<file path="src/rtl/mem_arbiter_if.sv">
// Request/response bundle between the two cache ports, the arbiter
// and the memory side. The arbiter uses the slave view.
interface mem_arbiter_if #(
    parameter int ADDR_W = 32,
    parameter int DATA_W = 32
);
    logic [1:0]             req_valid_i;
    logic [1:0]             req_rw_i;
    logic [1:0][ADDR_W-1:0] req_addr_i;
    logic [1:0][DATA_W-1:0] req_wdata_i;
    logic [1:0]             req_ready_o;
    logic [DATA_W-1:0]      req_rdata_o;
    logic                   mem_valid_o;
    logic                   mem_rw_o;
    logic [ADDR_W-1:0]      mem_addr_o;
    logic [DATA_W-1:0]      mem_wdata_o;
    logic                   mem_ready_i;
    logic [DATA_W-1:0]      mem_rdata_i;
    logic                   grant_o;
    logic                   busy_o;

    modport slave (
        input  req_valid_i, req_rw_i, req_addr_i, req_wdata_i,
        input  mem_ready_i, mem_rdata_i,
        output req_ready_o, req_rdata_o,
        output mem_valid_o, mem_rw_o, mem_addr_o, mem_wdata_o,
        output grant_o, busy_o
    );

    modport master (
        output req_valid_i, req_rw_i, req_addr_i, req_wdata_i,
        output mem_ready_i, mem_rdata_i,
        input  req_ready_o, req_rdata_o,
        input  mem_valid_o, mem_rw_o, mem_addr_o, mem_wdata_o,
        input  grant_o, busy_o
    );
endinterface

</file>
<file path="src/rtl/mem_arbiter.sv">
// Two-port (I$/D$) round-robin memory arbiter with one pending slot per port.
// Define ARB_WB_LOCK_EN to keep the grant on a port after its write-back.
module mem_arbiter #(
    parameter int ADDR_W = 32,
    parameter int DATA_W = 32
) (
    input logic      clk_i,
    input logic      rst_i,
    mem_arbiter_if.slave bus
);
    localparam logic [1:0] IDLE  = 2'd0;
    localparam logic [1:0] ISSUE = 2'd1;
    localparam logic [1:0] WAIT  = 2'd2;

    logic [1:0]             state;
    logic [1:0]             pending;
    logic [1:0]             slot_rw;
    logic [1:0][ADDR_W-1:0] slot_addr;
    logic [1:0][DATA_W-1:0] slot_wdata;
    logic                   grant;
    logic                   last_grant;
    logic                   iss_rw;
    logic [ADDR_W-1:0]      iss_addr;
    logic [DATA_W-1:0]      iss_wdata;
    logic                   busy;
    logic                   done;
    logic                   sel;
    logic [1:0]             accept;

    assign busy = (state != IDLE) && !rst_i;
    assign done = busy && bus.mem_ready_i;

    // The owner may only post its next request in its completion cycle.
    assign accept[0] = bus.req_valid_i[0] && !pending[0]
                     && !(busy && !grant && !done);
    assign accept[1] = bus.req_valid_i[1] && !pending[1]
                     && !(busy && grant && !done);

`ifdef ARB_WB_LOCK_EN
    logic lock_vld;
    logic lock_port;

    always_comb begin
        sel = pending[1];
        if (lock_vld && pending[lock_port])
            sel = lock_port;
        else if (&pending)
            sel = ~last_grant;
    end

    always_ff @(posedge clk_i) begin
        if (rst_i) begin
            lock_vld  <= 1'b0;
            lock_port <= 1'b0;
        end else begin
            lock_vld  <= done && iss_rw && accept[grant];
            lock_port <= grant;
        end
    end
`else
    assign sel = (&pending) ? ~last_grant : pending[1];
`endif

    always_ff @(posedge clk_i) begin
        if (rst_i) begin
            state      <= IDLE;
            pending    <= 2'b00;
            slot_rw    <= '0;
            slot_addr  <= '0;
            slot_wdata <= '0;
            grant      <= 1'b0;
            last_grant <= 1'b1;
            iss_rw     <= 1'b0;
            iss_addr   <= '0;
            iss_wdata  <= '0;
        end else begin
            for (int n = 0; n < 2; n++) begin
                if (accept[n]) begin
                    pending[n]    <= 1'b1;
                    slot_rw[n]    <= bus.req_rw_i[n];
                    slot_addr[n]  <= bus.req_addr_i[n];
                    slot_wdata[n] <= bus.req_wdata_i[n];
                end
            end
            case (state)
                IDLE: begin
                    if (|pending) begin
                        grant        <= sel;
                        iss_rw       <= slot_rw[sel];
                        iss_addr     <= slot_addr[sel];
                        iss_wdata    <= slot_wdata[sel];
                        pending[sel] <= 1'b0;
                        state        <= ISSUE;
                    end
                end
                ISSUE: begin
                    if (done) begin
                        last_grant <= grant;
                        state      <= IDLE;
                    end else begin
                        state <= WAIT;
                    end
                end
                WAIT: begin
                    if (done) begin
                        last_grant <= grant;
                        state      <= IDLE;
                    end
                end
                default: state <= IDLE;
            endcase
        end
    end

    assign bus.req_ready_o = {done && grant, done && !grant};
    assign bus.req_rdata_o = bus.mem_rdata_i;
    assign bus.mem_valid_o = (state == ISSUE) && !rst_i;
    assign bus.mem_rw_o    = iss_rw;
    assign bus.mem_addr_o  = iss_addr;
    assign bus.mem_wdata_o = iss_wdata;
    assign bus.grant_o     = grant;
    assign bus.busy_o      = busy;
endmodule

</file>
<file path="src/flat_wrapper.sv">
// flat-port wrapper written by rule: the top's interface ports become plain ports
module mem_arbiter_flat 
#(
    parameter int ADDR_W = 32,
    parameter int DATA_W = 32
)
  (clk_i, rst_i, bus_req_valid_i, bus_req_rw_i, bus_req_addr_i, bus_req_wdata_i, bus_mem_ready_i, bus_mem_rdata_i, bus_req_ready_o, bus_req_rdata_o, bus_mem_valid_o, bus_mem_rw_o, bus_mem_addr_o, bus_mem_wdata_o, bus_grant_o, bus_busy_o);
  mem_arbiter_if #(.ADDR_W(ADDR_W), .DATA_W(DATA_W)) bus_i ();
  input logic clk_i;
  input logic rst_i;
  input wire logic [$bits(bus_i.req_valid_i)-1:0] bus_req_valid_i;
  input wire logic [$bits(bus_i.req_rw_i)-1:0] bus_req_rw_i;
  input wire logic [$bits(bus_i.req_addr_i)-1:0] bus_req_addr_i;
  input wire logic [$bits(bus_i.req_wdata_i)-1:0] bus_req_wdata_i;
  input wire logic [$bits(bus_i.mem_ready_i)-1:0] bus_mem_ready_i;
  input wire logic [$bits(bus_i.mem_rdata_i)-1:0] bus_mem_rdata_i;
  output wire logic [$bits(bus_i.req_ready_o)-1:0] bus_req_ready_o;
  output wire logic [$bits(bus_i.req_rdata_o)-1:0] bus_req_rdata_o;
  output wire logic [$bits(bus_i.mem_valid_o)-1:0] bus_mem_valid_o;
  output wire logic [$bits(bus_i.mem_rw_o)-1:0] bus_mem_rw_o;
  output wire logic [$bits(bus_i.mem_addr_o)-1:0] bus_mem_addr_o;
  output wire logic [$bits(bus_i.mem_wdata_o)-1:0] bus_mem_wdata_o;
  output wire logic [$bits(bus_i.grant_o)-1:0] bus_grant_o;
  output wire logic [$bits(bus_i.busy_o)-1:0] bus_busy_o;
  assign bus_i.req_valid_i = bus_req_valid_i;
  assign bus_i.req_rw_i = bus_req_rw_i;
  assign bus_i.req_addr_i = bus_req_addr_i;
  assign bus_i.req_wdata_i = bus_req_wdata_i;
  assign bus_i.mem_ready_i = bus_mem_ready_i;
  assign bus_i.mem_rdata_i = bus_mem_rdata_i;
  assign bus_req_ready_o = bus_i.req_ready_o;
  assign bus_req_rdata_o = bus_i.req_rdata_o;
  assign bus_mem_valid_o = bus_i.mem_valid_o;
  assign bus_mem_rw_o = bus_i.mem_rw_o;
  assign bus_mem_addr_o = bus_i.mem_addr_o;
  assign bus_mem_wdata_o = bus_i.mem_wdata_o;
  assign bus_grant_o = bus_i.grant_o;
  assign bus_busy_o = bus_i.busy_o;
  mem_arbiter #(.ADDR_W(ADDR_W), .DATA_W(DATA_W)) u_core (.clk_i(clk_i), .rst_i(rst_i), .bus(bus_i));
endmodule
</file>
<file path="config.mk">
export PLATFORM = sky130hd
export DESIGN_NAME = mem_arbiter_flat
export DESIGN_NICKNAME = d
export VERILOG_FILES = /design/src/rtl/mem_arbiter_if.sv /design/src/rtl/mem_arbiter.sv /design/src/flat_wrapper.sv
export SDC_FILE = /design/constraint.sdc
export NUM_CORES = 1
export LEC_CHECK = 0
export CORE_UTILIZATION = 50
export DETAILED_ROUTE_END_ITERATION = 10
export GPL_TIMING_DRIVEN = 0
export PLACE_DENSITY = 0.92
export SYNTH_ARGS = -nofsm -noshare
export SYNTH_HDL_FRONTEND = slang
export SYNTH_SLANG_ARGS = --single-unit
</file>
<file path="constraint.sdc">
create_clock -name clk_i -period 5.3 [get_ports clk_i]
set_input_delay 1.06 -clock clk_i [delete_from_list [all_inputs] [get_ports clk_i]]
set_output_delay 1.06 -clock clk_i [all_outputs]
set_load 0.02 [all_outputs]
</file>
==> out/results.md, run 1 <==
### STA
- 75.8% — post-route fraction of the period consumed by the critical path
- 0 ns — Fin Setup TNS
- 0 — Final Max Slew Viols
- 0 — setup violation total in the final timing report
- 0 — hold violation total from the final report
- 0.249 GHz — Max Clk Rate
- 4.02 ns — final period demand of the worst path
- 0.893 ns — slew of the pin with the lowest slew margin
- 0.00757 ns — final clock skew
- no — RSZ-0062 raised after global routing
- 40.5% — slew margin rel.

### Worst setup path
- input pin to primary output — kind of critical path
- buffers and inverters — kind of cell with the highest combined delay on the critical path
- input pin — Worst Setup Start Kind
- 4.24 ns — required time at the worst-slack endpoint
- 10 — highest fanout seen on the critical path
- 2.96 ns — Crit path arrival time
- 4 — Bufs and invs on worst path
- 0.61 ns — slowest stage delay, CP
- clkdlybuf4s50_1 -> buf_2 -> buf_2 -> nor2_1 -> nand2_1 -> nor2_1 -> clkdlybuf4s50_1 — cells traversed along the worst timing path
- primary output — Critical Path Sink Type
- clkdlybuf4s50_1 — Max stage delay cell, worst path

### Layout
- 1503 — post-route non-filler standard cell count
- 1387 — count of fill cells added during filler insertion
- 0.00402 sq mm — area used by sequential logic in the layout
- 35.9% — signed area change from the synthesized netlist to the final layout
- 7.46% — fraction of final layout cells with drive strength greater than 1
- 0.00448 sq mm — area occupied by multi-input gates
- 1431 — Final Net Count
- 0 — antenna diode count

### Yosys
- 1172 — Post-Synthesis Net Count
- 9.13 sq um — Mapped Avg Cell Area
- 0.00915 sq mm — cell area after synthesis
- dfxtp_1, nand2b_1, mux2i_1 — dominant cells by area after synthesis
- 44.0% — sequential element share of the synthesized area
- 0% — ys async rst share
- 0 — Yosys warning total
- 30 — count of distinct cell types in the synthesized netlist
- 201 — Yosys reg bits
- dfxtp_1 — cell type contributing the most total cell area after synthesis
- dfxtp_1 — Post-synth top flop
- 0 — number of enable-type register cells in the synthesized netlist
- 1002 — cell count after synthesis
- 44.0% — portion of synthesized cell area occupied by the leading cell type

### Routing
- 5.26 — vias per std cell
- 25800 microns — wirelength, routed
- 0 — DRC violation count after routing
- 405 — number of violations reported at the end of detailed-routing iteration 0
- 0 — number of nets with antenna violations after detailed routing
- 5 — first drt pass iteration count
- 17.1 microns — mean routed wirelength per cell
- 7901 — via total after detailed routing

### Placed design
- 18400 microns — total half-perimeter wirelength after legalization and detailed placement
- 236 — PortBufs
- 0.878 — Placer Congestion
- 1467 — Post-Place Cells

### CTS
- 0.49 ns — clock latency on the worst-skew pair
- 0 — number of buffers added for setup after CTS
- 1 — H-tree depth
- yes — TritonCTS clock tree
- 201 — total clock sinks
- clkbuf_16 — Root Buffer Master
- 21 — number of buffers inserted during clock tree synthesis
- 0 — number of gates given a new drive strength after cts
- 3 — number of buffers on the longest clock path
- 0 — cts hold-fix bufs
- 0.06 ns — clock-pin slew reported for the worst setup and hold paths after clock tree synthesis

### Global route
- 39700 microns — wire length of the first global-routing pass
- 0 — initial antenna violation count
- 31.9% — met1 usage in global routing
- 49.1% — global-route met2 utilization
- 0 — GRT Residual Overflow
- 8148 — number of global-route vias before repair
- 14 — pin count of the biggest net entering global routing
- 4.19% — GRT met3 Usage
- met2 — layer with the highest usage
- 26.9% — total global routing track utilization

### Floorplanning
- 0.0180 sq mm — placeable core region
- 137 microns — horizontal die dimension
- 137 microns — Vert. Die Dim
- 0.0188 sq mm — total die area
- 51.0% — starting density of the core
- 49 — Row Count
- 269 — num ports

### Pwr
- 0.284 mV — peak ir drop on the vdd network
- 0.00481 uW — P_leak
- 5190 uW — power after layout
- 417 mW/mm^2 — PD cells

### Min path
- flip-flop to flip-flop — class of the most critical hold timing path

### Job
- 0 — total of max-cap violations

### Status
- complete, no violations — run status

==> worst min-delay path, stage by stage (launching register included) <==
cell,delay [ns]
dfxtp_1,0.30
nand2_1,0.05
a211oi_1,0.05
==> flip-flops by register name, indices dropped and copies added, names as in the netlist <==
register and flops:
u_core.state 2, u_core.last_grant 1, u_core.slot_addr 64, u_core.slot_rw 2, u_core.pending 2, u_core.bus.grant_o 1
u_core.slot_wdata 64, u_core.bus.mem_rw_o 1, u_core.bus.mem_addr_o 32, u_core.bus.mem_wdata_o 32
==> Yosys cell counts, drive strengths merged (2+ instances only) <==
cell type,n
dfxtp,201
clkbuf,47
a211oi,65
ha,3
o21ai,2
and3,2
a21oi,68
inv,4
nor2b,3
mux2i,130
buf,65
nand2b,262
nand2,66
nor2,71
o21a,2
a21boi,2
==> cell families after synthesis <==
| group | share of synthesized area (%) |
|---|---|
| flip-flops | 44.0 |
| AND/OR/NAND/NOR | 24.1 |
| adder cells (fa/ha/maj) | 0.410 |
| buffers and inverters | 7.07 |
| AO/OA/AOI/OAI | 10.2 |
| multiplexers | 14.2 |
==> placed cells by master, fill, tap and decap left out, types with 5 or more instances in the layout <==
cell and count:
buf_4 38, nand2_1 66, buf_2 19, clkbuf_16 21, a21oi_1 68, nand2b_1 262
a211oi_1 65, clkdlybuf4s50_1 236, dfxtp_1 201, clkbuf_1 55, clkbuf_8 5, buf_6 6
nor2_1 71, mux2i_1 130
==> per-layer routing <==
layer	wire length (microns)	share of wire [%]
met2	12700	50
met4	774	3.0
met3	1820	7.1
met1	10400	40
met5	0	0
==> through the flow <==
step	hold WS, ns	cell area [sq um]	utilization, %	setup WS, ns
after floorplan	0.437	9150	-	2.15
after global placement	0.442	11800	65.7	1.27
after detailed placement	0.450	11800	65.7	1.27
after CTS	0.459	12400	69.2	1.27
after global routing	0.475	12400	69.2	1.19
final	0.457	12400	69.2	1.28
==> path summary, 6_finish.rpt <==
| check | slack (ns) | cells past startpoint | to | from |
|---|---|---|---|---|
| setup / recovery | 1.28 | 7 | bus_req_ready_o[0] | rst_i |
| hold / removal | 0.46 | 2 | u_core.bus.mem_addr_o[6]$_SDFFE_PP0P_ | u_core.slot_addr[6]$_SDFFE_PP0P_ |
| setup reg to reg | 3.18 | 8 | u_core.bus.mem_wdata_o[20]$_SDFFE_PP0P_ | u_core.state[0]$_SDFFE_PP0P_ |
| hold reg to reg | 0.46 | 2 | u_core.bus.mem_addr_o[6]$_SDFFE_PP0P_ | u_core.slot_addr[6]$_SDFFE_PP0P_ |
==> where the power goes <==
part           internal (uW)  leakage (uW)  switching [uW]
Clock                    800      0.000312             580
Sequential              1800       0.00165             180
Combinational            832       0.00285            1000
==> final cells by class <==
class | count | share of cell area [%]
clock buffers | 34 | 5.02
repair buffers | 236 | 19.0
inverters | 4 | 0.121
plain buffers | 112 | 5.08
flip-flops and latches | 201 | 32.4
well taps | 229 | 2.30
clock inverters | 2 | 0.0805
multi-input cells | 685 | 36.0
(Power assumes the default switching activity.)
==> run 2, diff against run 1 <==
CORE_UTILIZATION = 48   (was 50)
PLACE_DENSITY = 0.89   (was 0.92)
clock period = 3.8 ns   (was 5.3 ns; I/O delays follow)
==> run 2 against run 1 <==
Net effect: sequential cell count is the same; die area grew 4.1%; critical path depth is the same; global-route usage shrank 1.3 points; design area grew 0.85%; register-to-register slack lost 1.5 ns; final cell count grew 0.40%; largest power group unchanged.
==> out/results.md, run 2 (synthesis results as in run 1) <==
### Status
- complete, no violations — run status

### CTS
- clkbuf_16 — Root Buffer Master
- 3 — number of buffers on the longest clock path
- 21 — number of buffers inserted during clock tree synthesis
- 0.49 ns — clock latency on the worst-skew pair
- 0 — number of buffers added for setup after CTS
- yes — TritonCTS clock tree
- 0 — cts hold-fix bufs
- 0.06 ns — clock-pin slew reported for the worst setup and hold paths after clock tree synthesis
- 201 — total clock sinks
- 0 — number of gates given a new drive strength after cts
- 1 — H-tree depth

### Global route
- 0 — GRT Residual Overflow
- 40000 microns — wire length of the first global-routing pass
- 7909 — number of global-route vias before repair
- 0 — initial antenna violation count
- 25.6% — total global routing track utilization
- 15 — pin count of the biggest net entering global routing

### STA
- 0.295 GHz — Max Clk Rate
- 0.780 ns — slew of the pin with the lowest slew margin
- 89.3% — post-route fraction of the period consumed by the critical path
- 0 — Final Max Slew Viols
- 48.0% — slew margin rel.
- 3.39 ns — final period demand of the worst path
- 0 ns — Fin Setup TNS
- 0.0105 ns — final clock skew
- 0 — setup violation total in the final timing report
- 0 — hold violation total from the final report
- no — RSZ-0062 raised after global routing

### Floorplanning
- 140 microns — horizontal die dimension
- 140 microns — Vert. Die Dim
- 50 — Row Count
- 48.9% — starting density of the core
- 269 — num ports
- 0.0196 sq mm — total die area
- 0.0187 sq mm — placeable core region

### Routing
- 16.8 microns — mean routed wirelength per cell
- 7883 — via total after detailed routing
- 5.22 — vias per std cell
- 5 — first drt pass iteration count
- 0 — DRC violation count after routing
- 382 — number of violations reported at the end of detailed-routing iteration 0
- 25400 microns — wirelength, routed
- 0 — number of nets with antenna violations after detailed routing

### Min path
- u_core.slot_addr[18]$_SDFFE_PP0P_ — worst hold start
- flip-flop to flip-flop — class of the most critical hold timing path

### Layout
- 1431 — Final Net Count
- 67.0% — Core Util, Final
- 7.92% — fraction of final layout cells with drive strength greater than 1
- nand2b_1 — leading cell type in the layout, fill and taps excluded
- u_core.slot_addr (64), u_core.slot_wdata (64) — registers with the highest flip-flop counts
- nand2b_1, clkdlybuf4s50_1, dfxtp_1 — commonest cells after routing, fill and taps aside
- 0 — antenna diode count
- 37.0% — signed area change from the synthesized netlist to the final layout

### Pwr
- 7490 uW — power after layout
- 0.00486 uW — P_leak
- 597 mW/mm^2 — PD cells
- 0.371 mV — peak ir drop on the vdd network

### Worst setup path
- 2.63 ns — Crit path arrival time
- clkdlybuf4s50_1 — Max stage delay cell, worst path
- input pin — Worst Setup Start Kind
- clkdlybuf4s50_1 -> buf_2 -> buf_2 -> nor2_1 -> nand2_1 -> nor2_1 -> clkdlybuf4s50_1 — cells traversed along the worst timing path
- primary output — Critical Path Sink Type
- input pin to primary output — kind of critical path
- 0.63 ns — slowest stage delay, CP
- rst_i — worst setup path startpoint
- 3.04 ns — required time at the worst-slack endpoint
- 10 — highest fanout seen on the critical path
- u_core.state[1]$_SDFFE_PP0P_ — worst r2r src

### Placed design
- 18400 microns — total half-perimeter wirelength after legalization and detailed placement
- 236 — PortBufs
- 0.884 — Placer Congestion

### Job
- 0 — total of max-cap violations

==> run 2: per-stage QoR <==
step           cell area [sq um]  hold WS [ns]  setup WS, ns  instances
6_report                   12500         0.453         0.408       1509
5_1_grt                    12500         0.477         0.304       1509
4_1_cts                    12500         0.456         0.407       1509
3_5_place_dp               11800         0.450         0.412       1472
3_3_place_gp               11800         0.442         0.415       1472
2_1_floorplan               9150         0.437          1.25       1002
==> run 2: critical path: cells and delay by family <==
kind	cells	cell delay, ns
AND/OR/NAND/NOR	3	0.39
buffers and inverters	4	1.48
==> run 2: final cells by class <==
| cell class | count | area [sq um] |
|---|---|---|
| clock inverter | 7 | 114 |
| multi-input combinational | 685 | 4480 |
| sequential | 201 | 4020 |
| tap | 234 | 293 |
| inverter | 4 | 15.0 |
| clock buffer | 30 | 619 |
| timing repair buffer | 236 | 2360 |
| fill | 1483 | 6160 |
| buffer | 112 | 632 |
==> run 2: path summary, 6_finish.rpt <==
check	end	slack, ns	cells after the start
max	bus_req_ready_o[0]	0.41	7
min	u_core.bus.mem_addr_o[18]$_SDFFE_PP0P_	0.45	2
max reg2reg	u_core.bus.mem_wdata_o[17]$_SDFFE_PP0P_	1.64	8
min reg2reg	u_core.bus.mem_addr_o[18]$_SDFFE_PP0P_	0.45	2
==> run 2: report_power, final <==
part	internal, uW	total [uW]	leakage (uW)	switching [uW]
logic	1160	2550	0.00285	1390
clock network	1340	2170	0.000364	837
registers	2510	2760	0.00165	254
total	5010	7490	0.00486	2480
==> run 2: metal layers <==
layer / track usage (%) / wire length (microns)
met5: 0 / 0
met4: 9.83 / 932
met3: 5.71 / 1880
met2: 44.0 / 12000
met1: 31.1 / 10600
==> run 3, diff against run 2 <==
--- a/config.mk
+++ b/config.mk
@@ -6,8 +6,8 @@
 export NUM_CORES = 1
 export LEC_CHECK = 0
-export CORE_UTILIZATION = 48
+export CORE_UTILIZATION = 45
 export DETAILED_ROUTE_END_ITERATION = 10
 export GPL_TIMING_DRIVEN = 0
-export PLACE_DENSITY = 0.89
+export PLACE_DENSITY = 0.85
 export SYNTH_ARGS = -nofsm -noshare
 export SYNTH_HDL_FRONTEND = slang
==> constraint.sdc (replaced) <==
create_clock -name clk_i -period 3.8 [get_ports clk_i]
set_input_delay 0.38 -clock clk_i [delete_from_list [all_inputs] [get_ports clk_i]]
set_output_delay 0.38 -clock clk_i [all_outputs]
set_load 0.01 [all_outputs]
==> run 3 against run 2 <==
Net effect: utilization fell by 3.5 points; non-clock buffer count did not move; clock power down 7%; die area is 6.6% higher; sequential share of layout area hardly changed; global-route usage decreased by 1.6 points; critical path depth fell by 1; register-to-register slack gained 0.02 ns; final cell count increased by 2.1%; critical path type is now flip-flop to primary output; clock-buffer cell count rose by 1; critical endpoint is now bus_req_ready_o[1]; sequential power about the same; clock skew is 0.0022 ns higher.
==> out/results.md, run 3 (synthesis results as in run 1) <==
### Status
- complete, no violations — run status

### Worst setup path
- u_core.state[0]$_SDFFE_PP0P_ — worst setup path startpoint
- u_core.bus.mem_wdata_o[19]$_SDFFE_PP0P_ — critical register-to-register path endpoint
- flip-flop to primary output — kind of critical path
- 2.39 ns — Crit path arrival time
- 10 — highest fanout seen on the critical path
- 8 — path depth of the worst reg2reg path
- flip-flop — Worst Setup Start Kind
- u_core.state[0]$_SDFFE_PP0P_ — worst r2r src
- 3.42 ns — required time at the worst-slack endpoint
- 1.66 ns — internal reg-to-reg setup slack
- primary output — Critical Path Sink Type

### Global route
- 15 — pin count of the biggest net entering global routing
- met2 — layer with the highest usage
- 24.0% — total global routing track utilization
- 0 — GRT Residual Overflow
- 3.81% — GRT met3 Usage
- 0 — initial antenna violation count
- 7579 — number of global-route vias before repair
- 30.4% — met1 usage in global routing
- 42.1% — global-route met2 utilization
- 38900 microns — wire length of the first global-routing pass

### Layout
- 36.9% — signed area change from the synthesized netlist to the final layout
- 0 — antenna diode count
- 7.99% — fraction of final layout cells with drive strength greater than 1
- 1431 — Final Net Count
- u_core.slot_addr (64), u_core.slot_wdata (64) — registers with the highest flip-flop counts
- nand2b_1 — leading cell type in the layout, fill and taps excluded
- 0.0125 sq mm — final std cell area, no fill
- 63.5% — Core Util, Final
- nand2b_1, clkdlybuf4s50_1, dfxtp_1 — commonest cells after routing, fill and taps aside

### CTS
- 3 — number of buffers on the longest clock path
- 0.50 ns — clock latency on the worst-skew pair
- yes — TritonCTS clock tree
- 21 — number of buffers inserted during clock tree synthesis
- 0 — number of buffers added for setup after CTS
- 0 — number of gates given a new drive strength after cts
- 0 — cts hold-fix bufs
- clkbuf_16 — Root Buffer Master
- 1 — H-tree depth
- 0.06 ns — clock-pin slew reported for the worst setup and hold paths after clock tree synthesis
- 201 — total clock sinks

### Routing
- 25600 microns — wirelength, routed
- 16.6 microns — mean routed wirelength per cell
- 0 — DRC violation count after routing
- 7769 — via total after detailed routing
- 0 — number of nets with antenna violations after detailed routing
- 5.04 — vias per std cell
- 303 — number of violations reported at the end of detailed-routing iteration 0
- 5 — first drt pass iteration count

### Pwr
- 569 mW/mm^2 — PD cells
- 0.00483 uW — P_leak
- 0.321 mV — peak ir drop on the vdd network

### Floorplanning
- 0.0209 sq mm — total die area
- 46.4% — starting density of the core
- 269 — num ports
- 51 — Row Count
- 145 microns — Vert. Die Dim
- 0.0197 sq mm — placeable core region
- 145 microns — horizontal die dimension

### Placed design
- 0.0118 sq mm — DP Area
- 1.09 ns — post-place setup slack
- 0.861 — Placer Congestion
- 18300 microns — total half-perimeter wirelength after legalization and detailed placement
- 236 — PortBufs

### Job
- 0 — total of max-cap violations

### STA
- 0 ns — Fin Setup TNS
- 0 — setup violation total in the final timing report
- 0 — Final Max Slew Viols
- 0.0127 ns — final clock skew
- 2.77 ns — final period demand of the worst path
- 0 — hold violation total from the final report
- 73.0% — post-route fraction of the period consumed by the critical path
- 0.360 GHz — Max Clk Rate
- no — RSZ-0062 raised after global routing
- 49.2% — slew margin rel.
- 1.03 ns — final setup slack of the worst path
- 0.763 ns — slew of the pin with the lowest slew margin

### Min path
- 3 — number of cells traversed by the worst hold path
- input pin to flip-flop — class of the most critical hold timing path
- u_core.slot_wdata[22]$_SDFFE_PP0P_ — hold-critical path endpoint
- bus_req_wdata_i[22] — worst hold start

## run 3: changes by cell type in the layout (fill, tap and decap cells not counted), sizes merged
cell and change:
clkbuf +1, bufinv -3, inv +1, clkinv -1, clkinvlp +3
## run 3: per-stage QoR
stage               total power, uW  instances  hold slack (ns)
finish                         7130       1541            0.449
global route                   7490       1541            0.451
CTS                            7160       1541            0.438
detailed placement             5150       1503            0.448
global placement               5080       1503            0.442
floorplan                      4070       1002            0.437
## run 3: worst max-delay path: stages, from the launching register on
cell and delay, ns:
dfxtp_1 0.38, inv_1 0.08, ha_1 0.22, buf_2 0.19, nor2_1 0.29, and3_1 0.21
clkdlybuf4s50_1 0.53
## run 3: how the worst max path moves through the flow
stage                                                    endpoint  slack (ns)  cells past startpoint
after CTS                                      bus_req_ready_o[1]        1.05                      6
final                                          bus_req_ready_o[1]        1.03                      6
after detailed placement    u_core.bus.mem_addr_o[3]$_SDFFE_PP0P_        1.09                      6
after global routing                           bus_req_ready_o[0]        0.93                      7
after global placement    u_core.bus.mem_wdata_o[22]$_SDFFE_PP0P_        1.16                      6
after floorplan                 u_core.slot_addr[12]$_SDFFE_PP0P_        2.09                      8
## run 3: power by group
group          internal, uW  total (uW)  switching [uW]
Sequential             2510        2760             252
Clock                  1160        2010             848
Combinational          1160        2360            1200
## run 3: cell type report
type                    instances  area [sq um]
clock buffers                  31           633
multi-input cells             685          4480
well taps                     265           332
clock inverters                 7          46.3
inverters                       4          15.0
plain buffers                 112           632
flip-flops and latches        201          4020
repair buffers                236          2360
fillers                      1626          7190
## run 3: metal layers
layer | vias up | share of wire, %
li1 | 3810 | -
met1 | 3654 | 44
met2 | 263 | 47
met3 | 42 | 5.8
met4 | 0 | 2.3
met5 | - | 0
